--- config.mk ---
export PLATFORM = sky130hd
export DESIGN_NAME = scsi_io_arb_flat
export DESIGN_NICKNAME = d
export VERILOG_FILES = /design/src/rtl/scsi_io_arb_if.sv /design/src/rtl/scsi_io_arb.sv /design/src/flat_wrapper.sv
export SDC_FILE = /design/constraint.sdc
export NUM_CORES = 1
export LEC_CHECK = 0
export ABC_AREA = 1
export ABC_CLOCK_PERIOD_IN_PS = 1600
export CORE_MARGIN = 4
export CORE_UTILIZATION = 35
export DETAILED_ROUTE_END_ITERATION = 6
export GPL_TIMING_DRIVEN = 0
export PLACE_DENSITY = 0.83
export SLEW_MARGIN = 0
export SYNTH_ARGS = -nofsm -noshare
export SYNTH_HDL_FRONTEND = slang
export SYNTH_SLANG_ARGS = --single-unit
--- constraint.sdc ---
create_clock -name clk -period 1.6 [get_ports clk]
set_input_delay 0.32 -clock clk [delete_from_list [all_inputs] [get_ports clk]]
set_output_delay 0.32 -clock clk [all_outputs]
set_load 0.005 [all_outputs]
--- src/rtl/scsi_io_arb_if.sv ---
// rtl/scsi_io_arb_if.sv - target-side and host-side signal bundle for scsi_io_arb
interface scsi_io_arb_if #(
    parameter int NUM_TGT = 2,
    parameter int LBA_W   = 32
);
    logic [NUM_TGT-1:0]       tgt_rd;
    logic [NUM_TGT-1:0]       tgt_wr;
    logic [NUM_TGT*LBA_W-1:0] tgt_lba;
    logic [NUM_TGT-1:0]       tgt_ack;
    logic [NUM_TGT*8-1:0]     tgt_buff_din;
    logic [8:0]               tgt_buff_addr;
    logic [7:0]               tgt_buff_dout;
    logic [NUM_TGT-1:0]       tgt_buff_wr;
    logic [LBA_W-1:0]         sd_lba;
    logic                     sd_rd;
    logic                     sd_wr;
    logic [2:0]               sd_dev;
    logic                     sd_ack;
    logic [8:0]               sd_buff_addr;
    logic [7:0]               sd_buff_dout;
    logic                     sd_buff_wr;
    logic [7:0]               sd_buff_din;
    logic                     busy;

    modport master (
        input  tgt_rd, tgt_wr, tgt_lba, tgt_buff_din,
        input  sd_ack, sd_buff_addr, sd_buff_dout, sd_buff_wr,
        output tgt_ack, tgt_buff_addr, tgt_buff_dout, tgt_buff_wr,
        output sd_lba, sd_rd, sd_wr, sd_dev, sd_buff_din, busy
    );

    modport slave (
        output tgt_rd, tgt_wr, tgt_lba, tgt_buff_din,
        output sd_ack, sd_buff_addr, sd_buff_dout, sd_buff_wr,
        input  tgt_ack, tgt_buff_addr, tgt_buff_dout, tgt_buff_wr,
        input  sd_lba, sd_rd, sd_wr, sd_dev, sd_buff_din, busy
    );
endinterface

--- src/rtl/scsi_io_arb.sv ---
// rtl/scsi_io_arb.sv - round-robin sector arbiter from SCSI targets to one host I/O channel
// Optional host-response watchdog (err port, TIMEOUT parameter) under `SCSI_IO_TIMEOUT_EN.
module scsi_io_arb #(
    parameter int NUM_TGT = 2,
    parameter int LBA_W   = 32
`ifdef SCSI_IO_TIMEOUT_EN
    ,
    parameter logic [23:0] TIMEOUT = 24'd10_000_000
`endif
) (
    input  logic                 clk,
    input  logic                 rst_n,
    scsi_io_arb_if.master        arb_bus
`ifdef SCSI_IO_TIMEOUT_EN
    ,
    output logic                 err
`endif
);

    typedef enum logic [2:0] {
        S_IDLE,
        S_REQ,
        S_XFER,
        S_DONE,
        S_TMO
    } state_t;

    state_t             r_state, w_state_nxt;
    logic [2:0]         r_ptr, w_ptr_nxt;
    logic [2:0]         r_grant, w_grant_nxt;
    logic               r_sd_rd, w_sd_rd_nxt;
    logic               r_sd_wr, w_sd_wr_nxt;
    logic [LBA_W-1:0]   r_sd_lba, w_sd_lba_nxt;

    logic [7:0]         w_pend8;
    logic [7:0]         w_rd8;
    logic               w_found;
    logic [2:0]         w_win;
    logic [3:0]         w_sum;
    logic [LBA_W-1:0]   w_win_lba;
    logic [NUM_TGT-1:0] w_grant_oh;
    logic [7:0]         w_din_sel;

`ifdef SCSI_IO_TIMEOUT_EN
    logic [23:0]        r_tmo_cnt, w_tmo_cnt_nxt;
    logic               r_err, w_err_nxt;
`endif

    assign w_pend8 = 8'(arb_bus.tgt_rd | arb_bus.tgt_wr);
    assign w_rd8   = 8'(arb_bus.tgt_rd);

    // First pending target at or after the pointer, wrapping modulo NUM_TGT.
    always_comb begin
        w_found = 1'b0;
        w_win   = '0;
        w_sum   = '0;
        for (int i = 0; i < NUM_TGT; i++) begin
            w_sum = {1'b0, r_ptr} + 4'(i);
            if (w_sum >= 4'(NUM_TGT)) begin
                w_sum = w_sum - 4'(NUM_TGT);
            end
            if (!w_found && w_pend8[w_sum[2:0]]) begin
                w_found = 1'b1;
                w_win   = w_sum[2:0];
            end
        end
    end

    always_comb begin
        w_win_lba  = '0;
        w_din_sel  = '0;
        w_grant_oh = '0;
        for (int g = 0; g < NUM_TGT; g++) begin
            if (3'(g) == w_win) begin
                w_win_lba = arb_bus.tgt_lba[g*LBA_W +: LBA_W];
            end
            if (3'(g) == r_grant) begin
                w_din_sel     = arb_bus.tgt_buff_din[g*8 +: 8];
                w_grant_oh[g] = 1'b1;
            end
        end
    end

    always_ff @(posedge clk or negedge rst_n) begin
        if (!rst_n) begin
            r_state   <= S_IDLE;
            r_ptr     <= '0;
            r_grant   <= '0;
            r_sd_rd   <= 1'b0;
            r_sd_wr   <= 1'b0;
            r_sd_lba  <= '0;
`ifdef SCSI_IO_TIMEOUT_EN
            r_tmo_cnt <= '0;
            r_err     <= 1'b0;
`endif
        end else begin
            r_state   <= w_state_nxt;
            r_ptr     <= w_ptr_nxt;
            r_grant   <= w_grant_nxt;
            r_sd_rd   <= w_sd_rd_nxt;
            r_sd_wr   <= w_sd_wr_nxt;
            r_sd_lba  <= w_sd_lba_nxt;
`ifdef SCSI_IO_TIMEOUT_EN
            r_tmo_cnt <= w_tmo_cnt_nxt;
            r_err     <= w_err_nxt;
`endif
        end
    end

    always_comb begin
        w_state_nxt   = r_state;
        w_ptr_nxt     = r_ptr;
        w_grant_nxt   = r_grant;
        w_sd_rd_nxt   = r_sd_rd;
        w_sd_wr_nxt   = r_sd_wr;
        w_sd_lba_nxt  = r_sd_lba;
`ifdef SCSI_IO_TIMEOUT_EN
        w_tmo_cnt_nxt = r_tmo_cnt;
        w_err_nxt     = r_err;
`endif
        case (r_state)
            S_IDLE: begin
                // A host still finishing a previous sector must drop sd_ack first.
                if (w_found && !arb_bus.sd_ack) begin
                    w_grant_nxt  = w_win;
                    w_sd_lba_nxt = w_win_lba;
                    w_sd_rd_nxt  = w_rd8[w_win];
                    w_sd_wr_nxt  = !w_rd8[w_win];
                    w_state_nxt  = S_REQ;
`ifdef SCSI_IO_TIMEOUT_EN
                    w_tmo_cnt_nxt = '0;
`endif
                end
            end
            S_REQ: begin
                if (arb_bus.sd_ack) begin
                    w_sd_rd_nxt = 1'b0;
                    w_sd_wr_nxt = 1'b0;
                    w_state_nxt = S_XFER;
                end
`ifdef SCSI_IO_TIMEOUT_EN
                else if (r_tmo_cnt == 24'(TIMEOUT - 24'd1)) begin
                    w_sd_rd_nxt   = 1'b0;
                    w_sd_wr_nxt   = 1'b0;
                    w_tmo_cnt_nxt = '0;
                    w_err_nxt     = 1'b1;
                    w_state_nxt   = S_TMO;
                end else begin
                    w_tmo_cnt_nxt = r_tmo_cnt + 24'd1;
                end
`endif
            end
            S_XFER: begin
                if (!arb_bus.sd_ack) begin
                    w_state_nxt = S_DONE;
                end
            end
`ifdef SCSI_IO_TIMEOUT_EN
            S_TMO: begin
                if (r_tmo_cnt == 24'd1) begin
                    w_state_nxt = S_DONE;
                end else begin
                    w_tmo_cnt_nxt = r_tmo_cnt + 24'd1;
                end
            end
`endif
            S_DONE: begin
                w_ptr_nxt   = (r_grant == 3'(NUM_TGT - 1)) ? 3'd0 : r_grant + 3'd1;
                w_state_nxt = S_IDLE;
            end
            default: begin
                w_state_nxt = S_IDLE;
            end
        endcase
    end

    always_comb begin
        arb_bus.tgt_ack     = '0;
        arb_bus.tgt_buff_wr = '0;
        if (r_state == S_XFER) begin
            arb_bus.tgt_ack     = arb_bus.sd_ack ? w_grant_oh : '0;
            arb_bus.tgt_buff_wr = arb_bus.sd_buff_wr ? w_grant_oh : '0;
        end
`ifdef SCSI_IO_TIMEOUT_EN
        // Fake ack pulse lets the abandoned target see a complete io_ack cycle.
        if (r_state == S_TMO) begin
            arb_bus.tgt_ack = w_grant_oh;
        end
`endif
    end

    assign arb_bus.sd_buff_din   = (r_state != S_IDLE) ? w_din_sel : 8'd0;
    assign arb_bus.tgt_buff_addr = arb_bus.sd_buff_addr;
    assign arb_bus.tgt_buff_dout = arb_bus.sd_buff_dout;
    assign arb_bus.sd_lba        = r_sd_lba;
    assign arb_bus.sd_rd         = r_sd_rd;
    assign arb_bus.sd_wr         = r_sd_wr;
    assign arb_bus.sd_dev        = r_grant;
    assign arb_bus.busy          = (r_state != S_IDLE);

`ifdef SCSI_IO_TIMEOUT_EN
    assign err = r_err;
`endif

endmodule

--- src/flat_wrapper.sv ---
// flat-port wrapper written by rule: the top's interface ports become plain ports
module scsi_io_arb_flat 
#(
    parameter int NUM_TGT = 2,
    parameter int LBA_W   = 32

)
  (clk, rst_n, arb_bus_tgt_rd, arb_bus_tgt_wr, arb_bus_tgt_lba, arb_bus_tgt_buff_din, arb_bus_sd_ack, arb_bus_sd_buff_addr, arb_bus_sd_buff_dout, arb_bus_sd_buff_wr, arb_bus_tgt_ack, arb_bus_tgt_buff_addr, arb_bus_tgt_buff_dout, arb_bus_tgt_buff_wr, arb_bus_sd_lba, arb_bus_sd_rd, arb_bus_sd_wr, arb_bus_sd_dev, arb_bus_sd_buff_din, arb_bus_busy);
  scsi_io_arb_if #(.NUM_TGT(NUM_TGT), .LBA_W(LBA_W)) arb_bus_i ();
  input  logic clk;
  input  logic rst_n;
  input wire logic [$bits(arb_bus_i.tgt_rd)-1:0] arb_bus_tgt_rd;
  input wire logic [$bits(arb_bus_i.tgt_wr)-1:0] arb_bus_tgt_wr;
  input wire logic [$bits(arb_bus_i.tgt_lba)-1:0] arb_bus_tgt_lba;
  input wire logic [$bits(arb_bus_i.tgt_buff_din)-1:0] arb_bus_tgt_buff_din;
  input wire logic [$bits(arb_bus_i.sd_ack)-1:0] arb_bus_sd_ack;
  input wire logic [$bits(arb_bus_i.sd_buff_addr)-1:0] arb_bus_sd_buff_addr;
  input wire logic [$bits(arb_bus_i.sd_buff_dout)-1:0] arb_bus_sd_buff_dout;
  input wire logic [$bits(arb_bus_i.sd_buff_wr)-1:0] arb_bus_sd_buff_wr;
  output wire logic [$bits(arb_bus_i.tgt_ack)-1:0] arb_bus_tgt_ack;
  output wire logic [$bits(arb_bus_i.tgt_buff_addr)-1:0] arb_bus_tgt_buff_addr;
  output wire logic [$bits(arb_bus_i.tgt_buff_dout)-1:0] arb_bus_tgt_buff_dout;
  output wire logic [$bits(arb_bus_i.tgt_buff_wr)-1:0] arb_bus_tgt_buff_wr;
  output wire logic [$bits(arb_bus_i.sd_lba)-1:0] arb_bus_sd_lba;
  output wire logic [$bits(arb_bus_i.sd_rd)-1:0] arb_bus_sd_rd;
  output wire logic [$bits(arb_bus_i.sd_wr)-1:0] arb_bus_sd_wr;
  output wire logic [$bits(arb_bus_i.sd_dev)-1:0] arb_bus_sd_dev;
  output wire logic [$bits(arb_bus_i.sd_buff_din)-1:0] arb_bus_sd_buff_din;
  output wire logic [$bits(arb_bus_i.busy)-1:0] arb_bus_busy;
  assign arb_bus_i.tgt_rd = arb_bus_tgt_rd;
  assign arb_bus_i.tgt_wr = arb_bus_tgt_wr;
  assign arb_bus_i.tgt_lba = arb_bus_tgt_lba;
  assign arb_bus_i.tgt_buff_din = arb_bus_tgt_buff_din;
  assign arb_bus_i.sd_ack = arb_bus_sd_ack;
  assign arb_bus_i.sd_buff_addr = arb_bus_sd_buff_addr;
  assign arb_bus_i.sd_buff_dout = arb_bus_sd_buff_dout;
  assign arb_bus_i.sd_buff_wr = arb_bus_sd_buff_wr;
  assign arb_bus_tgt_ack = arb_bus_i.tgt_ack;
  assign arb_bus_tgt_buff_addr = arb_bus_i.tgt_buff_addr;
  assign arb_bus_tgt_buff_dout = arb_bus_i.tgt_buff_dout;
  assign arb_bus_tgt_buff_wr = arb_bus_i.tgt_buff_wr;
  assign arb_bus_sd_lba = arb_bus_i.sd_lba;
  assign arb_bus_sd_rd = arb_bus_i.sd_rd;
  assign arb_bus_sd_wr = arb_bus_i.sd_wr;
  assign arb_bus_sd_dev = arb_bus_i.sd_dev;
  assign arb_bus_sd_buff_din = arb_bus_i.sd_buff_din;
  assign arb_bus_busy = arb_bus_i.busy;
  scsi_io_arb #(.NUM_TGT(NUM_TGT), .LBA_W(LBA_W)) u_core (.clk(clk), .rst_n(rst_n), .arb_bus(arb_bus_i));
endmodule
# == Word-level counts from Yosys, hierarchy flattened ==
# Cells that the tools add are included.
# Widths: inputs -> output; s select.
# op_classes
n_addsub,4
mul,0
div_mod_pow,0
magnitude_cmp,5
n_eq_ne,9
shifts,0
mux,33
bitwise_logic,1
reduce_logical,13
# ops
operator,n
$mux 32,2
$mux 3,8
$mux 8,3
$lt 3x4->1 const B,3
$mux 1,10
$bmux 1 s3,3
$logic_not 3->1,3
$pmux 3 s3,1
$mux 2,4
$eq 1x3->1 const A,2
$eq 3x1->1 const B,2
$eq 3x2->1 const B,2
$reduce_and 3->1,2
$sub 3x2->3 const B,2
$add 3x1->4 const B,1
$ge 4x2->1 const B,1
$ne 2x2->1 const B,2
$pmux 1 s2,2
$add 3x1->3 const B,1
$ge 3x2->1 const B,1
$logic_not 1->1,3
$reduce_bool 3->1,1
$logic_and 1x1->1,2
$ne 2x1->1 const B,1
other kinds (3),3
# word_totals
ff_bits,43
latch_bits,0
mem_bits_rw,0
romBits,0
inputBits,105
output_inout_bits,67
word_cells,71
n_memories,0

# == Depth between registers and ports, before layout ==
# Gate-level depths: netlist (run 1).
# depth
depth_word,13
ltp_mapped,15
mapped_depth_nobuf,14

# == Worst setup path after synthesis (run 1) ==
# OpenSTA, ideal clock, no wires.
# synth_timing
path_kind,reg2reg
startpoint,register u_core.r_ptr[0]
endpoint,"register u_core.r_sd_lba[0], in the netlist u_core.arb_bus.sd_lba[0]"
setup_ps,117
arrival_time_ps,1579
required_ps,1483
slack_ps,-96
stages_incl_launch_ff,14
n_path_buf,2
synth_period_minus_slack_ps,1696
path_cell_list,dfrtp_1 buf_6 inv_4 ha_1 inv_1 nand3_1 nand2_1 nor2_4 nand2_4 nand3_4 buf_2 nand3_1 nand3_1 nand2_1
# synth_between
elab_chain_cells,11
elab_cells_between_ends,23
classes_between,add/sub: 3; order compare: 2; eq/ne: 1; mux: 12; reduce/logical: 5
# synth_rtl
item,line,rtl
start: declaration,scsi_io_arb.sv:29,"logic [2:0] r_ptr, w_ptr_nxt;"
start signal: assignment,scsi_io_arb.sv:98,r_ptr <= w_ptr_nxt;
"parallel branches: the longest is 11 deep, another holds $add 3x1->4",--,
end signal: assignment,scsi_io_arb.sv:102,r_sd_lba <= w_sd_lba_nxt;
end: declaration,scsi_io_arb.sv:33,"logic [LBA_W-1:0] r_sd_lba, w_sd_lba_nxt;"
# Several ways; the timed one is not identified. The select of a mux whose other input is x is not followed.
# A chain may end at the register's enable or synchronous reset.

# == Worst setup path after layout (run 1) ==
# layout_timing
startpoint,register u_core.r_ptr[1]
endpoint,"register u_core.r_sd_lba[29], in the netlist u_core.arb_bus.sd_lba[29]"
# The elaborated chain is that of the path after synthesis.

==> results of run 1 <==
==> state kept, by name, indices dropped and copies added, names as in the netlist <==
signal and flops:
u_core.r_ptr 3, u_core.r_state 2, u_core.arb_bus.sd_wr 1, u_core.arb_bus.sd_dev 3
u_core.arb_bus.sd_rd 1, u_core.arb_bus.sd_lba 32
==> cells in the final DEF, fill, tap and decap left out, types with 4 or more instances in the layout <==
| master | n |
|---|---|
| clkbuf_16 | 4 |
| buf_4 | 40 |
| nand3_4 | 7 |
| nor2_1 | 6 |
| a21oi_2 | 8 |
| buf_6 | 18 |
| nand3_2 | 35 |
| inv_1 | 74 |
| clkbuf_8 | 6 |
| nand2_1 | 85 |
| buf_8 | 7 |
| buf_2 | 15 |
| nand2_4 | 9 |
| nand3_1 | 53 |
| ha_4 | 5 |
| inv_2 | 7 |
| dfrtp_1 | 39 |
| clkdlybuf4s50_1 | 137 |
| nand2_2 | 45 |
==> power breakdown <==
part           internal [mW]  switching [mW]  leakage (nW)
combinational           2.95            2.80          2.32
clock                  0.348           0.407        0.0472
sequential              1.54           0.296         0.522
total                   4.83            3.50          2.89
==> per-layer routing <==
layer	routed length, µm	share of wire	vias to the layer above	global-route usage
met2	5860	0.52	143	0.365
met3	691	0.062	26	0.0438
met1	4340	0.39	1710	0.235
met5	0	0	-	0
met4	275	0.025	0	0.0653
li1	-	-	1722	-
==> through the flow <==
step           setup TNS (ns)  cell area [µm²]  std cells  hold slack [ns]  utilization
5_1_grt                -15.72             5730        744            0.503        0.698
3_3_place_gp           -61.67             4720        698            0.461        0.574
4_1_cts                 -8.40             5250        739            0.489        0.639
6_report               -12.19             5730        744            0.475        0.698
3_5_place_dp           -24.39             4730        699            0.284        0.576
2_1_floorplan           -2.20             3050        439           0.0244            -
==> worst min-delay path, stage by stage, from the launching register on <==
cell and delay [ns]:
dfrtp_1 0.35, nand2_1 0.05, nand2_1 0.05
==> layout make-up <==
cell class | count | area, µm² | area share
Sequential cell | 42 | 1050 | 0.184
Tap cell | 105 | 131 | 0.0229
Clock inverter | 2 | 12.5 | 0.00218
Timing Repair Buffer | 191 | 1890 | 0.329
Buffer | 36 | 354 | 0.0618
Inverter | 87 | 345 | 0.0602
Clock buffer | 6 | 82.6 | 0.0144
Multi-Input combinational cell | 275 | 1860 | 0.325
==> path summary, 6_finish.rpt <==
check	slack, ns	end	cells past startpoint	start
min in group asynchronous	0.49	u_core.arb_bus.sd_rd	2	rst_n
max reg2reg	-0.31	u_core.arb_bus.sd_lba[29]	12	u_core.r_ptr[1]
max in group asynchronous	0.62	u_core.arb_bus.sd_lba[4]	3	rst_n
min reg2reg	0.48	u_core.arb_bus.sd_lba[28]	2	u_core.arb_bus.sd_lba[28]
min	0.48	u_core.arb_bus.sd_lba[28]	2	u_core.arb_bus.sd_lba[28]
max	-0.31	u_core.arb_bus.sd_lba[29]	12	u_core.r_ptr[1]
==> cell families after synthesis <==
kind of cell,count (synthesis),synth area share
buffers and inverters,123,0.202
AO/OA/AOI/OAI,17,0.0291
XOR/XNOR,1,0.00295
flip-flops,42,0.354
adder cells (fa/ha/maj),9,0.0380
AND/OR/NAND/NOR,247,0.374
==> what timing repair did <==
item                       CTS  global route
gates resized for setup    116           106
cloned                       3             3
setup buffers               28             3
hold buffers                 1             0
hold endpoints to repair    16             0
pin swaps                   13            35
setup endpoints to repair   53            53
==> flow_summary.ini, run 1 <==
[outcome]
status = finished, violations left
violations = negative setup slack

[critical_path]
crit_arrival_ns = 2.10
worstSetupPathType = register to register
cp_max_fo = 8
crit_chain = ha_2, inv_1, nand2_1, nand2_2, nand3_2, nor2_4, nand3_4, nand2_8, clkbuf_16, nand2_2, nand3_1, nand2_1
max_stage_delay_ns = 0.49
crit_buf_inv = 2
crit_family = simple AND/OR/NAND/NOR gates
end_kind = register
startpoint_type = register
critPathRequiredTime_ns = 1.79
cp_slowest_cell = dfrtp_2

[cells_and_area]
drive_gt1_frac = 0.360
fillers = 620
area_growth_pct = 93.3
fin_nets = 752
n_antenna_cell = 0

[floorplan]
core_area_um2 = 8220
start_util = 0.361
rows = 33
die_h_um = 100
die_w_um = 100
fp.dieArea_um2 = 10000
pin_count = 172

[timing]
tightest_slew_ns = 0.439
skew_ns = 0.00895
slew_headroom = 0.707
min_period_over_period = 1.20
fmax_ghz = 0.523
grt_setup_unrepaired = yes
finalWorstSetupSlack_ns = -0.314
slew_violations = 0
hold_viol_final = 0
finalSetupViolations = 51
fin_crit_ns = 1.91

[hold_path]
hp-class = register to register

[global_routing]
gr-total-overflow = 0
grt_max_degree = 27
grt_usage = 0.201
grt_first_pass_wirelength_mm = 16.5
antenna_found_initial = 0
grt_pass1_vias = 3607

[place]
hpwl_mm = 7.36
place.gp.congestion = 0.786
pre_cts_slack_ns = -0.725
portBuffers = 154

[drt]
drc = 0
wl_per_cell_um = 15.0
vias_per_cell = 4.84
first_pass_iters = 4
drtIter0Drc = 131
vias = 3601
routed_wl_mm = 11.2
postRouteAntennaNets = 0

[clock_tree]
cts_inserted_buffers = 5
clk_latency_ns = 0.29
clkSlewWorstSetupHoldPaths_ns = 0.09
cts_tree = done
clock_path_buffers = 2
cts-root-buf = clkbuf_8
clock_sinks = 42
htreeDepth = 2

[power]
p_total_mw = 8.33
p_leak_nw = 2.89
powerDensity_nw_per_um2 = 1450
vdd_drop_max_mv = 0.779

[synth]
netlist_instances = 439
ys.flop_type = dfrtp_1
ys_seq_area_frac = 0.354
synth.most_common_cell = nand2_1
synthTopCellsByArea = dfrtp_1, nand2_1, nand3_1
ys_async_sr_fraction = 1.00
syn-cell-area_um2 = 2970
avgSynthCellArea_um2 = 6.76
synth_common_cells = nand2_1, nand3_1, inv_1
yosysTopAreaCellShare = 0.354
syn_nets = 553
synth_edf_count = 0
yosys_warnings = 0
synth_seq_cells = 42
ys_types = 25
yosys.area.top_type = dfrtp_1

[job]
cap_violations = 0
No activity file was read; power rests on OpenSTA's default activity.
==> inputs of run 2 (changes only) <==
Settings changed: ABC_CLOCK_PERIOD_IN_PS 1600 to unset, CTS_CLUSTER_DIAMETER set to 50.
==> results of run 2 <==
Same layout as run 1: the final DEF is identical, and so are final timing and power.
==> inputs of run 3 (changes only) <==
Settings changed: CORE_ASPECT_RATIO set to 1.25.
==> flow_summary.ini, run 3 (synthesis gave the netlist of run 1 again) <==
[outcome]
status = finished, violations left
violations = negative setup slack

[drt]
first_pass_iters = 4
postRouteAntennaNets = 0
vias_per_cell = 4.81
drtIter0Drc = 151
vias = 3565
routed_wl_mm = 11.4
drc = 0
wl_per_cell_um = 15.3

[power]
powerDensity_nw_per_um2 = 1430
p_total_mw = 8.10
p_leak_nw = 2.88
vdd_drop_max_mv = 0.821

[cells_and_area]
largest_reg_flops = 32
area_growth_pct = 90.8
final_common_cell = clkdlybuf4s50_1
final_cell_mix = clkdlybuf4s50_1, nand2_1, inv_1, nand3_1, buf_4
final_cells = 741
n_antenna_cell = 0
fin_area_um2 = 5660
fin_nets = 758
drive_gt1_frac = 0.315

[global_routing]
grt_pass1_vias = 3747
grt_usage = 0.212
grt_max_degree = 29
antenna_found_initial = 0
grt_first_pass_wirelength_mm = 17.5
gr-total-overflow = 0

[place]
dp.cells = 691
hpwl_mm = 7.44
dpl_cell_area_um2 = 4720
place.gp.congestion = 0.800
portBuffers = 154

[floorplan]
fp.dieArea_um2 = 10000
die_h_um = 111
core_area_um2 = 8240
pin_count = 172
start_util = 0.360
die_w_um = 90.3
rows = 37

[timing]
min_period_over_period = 1.22
tightest_slew_ns = 0.408
slew_violations = 0
fin_crit_ns = 1.94
hold_viol_final = 0
skew_ns = 0.00876
setup_tns_ns = -13.25
grt_setup_unrepaired = yes
finalWorstSetupSlack_ns = -0.344
slew_headroom = 0.728
finalSetupViolations = 51
fmax_ghz = 0.514

[critical_path]
worstSetupPathType = register to register
critPathRequiredTime_ns = 1.78
startpoint_type = register
cp_max_fo = 6
end_kind = register
crit_arrival_ns = 2.13

[clock_tree]
htreeDepth = 2
clock_path_buffers = 2
cts_inserted_buffers = 5
clk_latency_ns = 0.29
clock_sinks = 42
cts-root-buf = clkbuf_8
clkSlewWorstSetupHoldPaths_ns = 0.09
cts_tree = done

[hold_path]
hp-class = register to register

[job]
cap_violations = 0
run 3: changes by cell type in the layout (fill, tap and decap cells not counted), sizes merged:
cell / delta
inv: +2
dlymetal6s2s: -1
clkdlybuf4s15: +1
clkinv: -3
clkbuf: -1
clkdlybuf4s50: +1
nand3: -1
buf: +7
run 3: per-stage QoR:
step / hold slack, ns / utilization / worst slack (ns)
floorplan: 0.0244 / - / -0.0714
global placement: 0.456 / 0.572 / -1.07
detailed placement: 0.264 / 0.573 / -0.669
CTS: 0.487 / 0.655 / -0.229
global route: 0.500 / 0.687 / -0.412
finish: 0.487 / 0.687 / -0.344
run 3: where the power goes:
part	switching (mW)	internal (mW)
combinational	2.67	2.90
clock	0.372	0.300
sequential	0.321	1.54
total	3.36	4.74
run 3: metal layers:
layer / GRT usage / share of wire / up-vias
met3: 0.0421 / 0.048 / 20
met2: 0.425 / 0.56 / 118
met5: 0 / 0 / -
li1: - / - / 1731
met4: 0.0521 / 0.019 / 0
met1: 0.219 / 0.37 / 1696
run 3: worst max-delay path, stage by stage, from the launching register on:
cell       delay (ns)
dfrtp_2          0.48
buf_6            0.15
ha_4             0.15
inv_4            0.06
nand2_2          0.04
nand2_1          0.07
nand2_1          0.07
inv_2            0.09
nand2_4          0.08
nand3_4          0.15
buf_6            0.15
clkbuf_16        0.14
nand3_1          0.06
nand3_1          0.08
nand2_1          0.05
run 3: final timing paths:
kind	cells after the start	slack, ns	endpoint	from
min	2	0.49	u_core.arb_bus.sd_lba[18]	u_core.arb_bus.sd_lba[18]
max reg2reg	14	-0.34	u_core.arb_bus.sd_lba[29]	u_core.r_ptr[1]
min reg2reg	2	0.49	u_core.arb_bus.sd_lba[18]	u_core.arb_bus.sd_lba[18]
max	14	-0.34	u_core.arb_bus.sd_lba[29]	u_core.r_ptr[1]
min in group asynchronous	2	0.51	u_core.arb_bus.sd_lba[25]	rst_n
max in group asynchronous	3	0.61	u_core.arb_bus.sd_lba[2]	rst_n
run 3: cell type report:
type	count	area, µm²
clock buffers	6	72.6
plain buffers	36	344
well taps	97	121
fillers	653	2580
flip-flops and latches	42	1060
clock inverters	1	7.51
repair buffers	198	1970
multi-input cells	274	1740
inverters	87	344
run 3: timing repair:
action / 4_1_cts / 5_1_grt
endpoints found under the setup margin: 53 / 53
pin swaps: 22 / 25
hold endpoints to repair: 14 / 0
gates cloned: 6 / 2
hold buffers: 1 / 0
gates resized for setup: 143 / 48
buffers inserted: 29 / 5
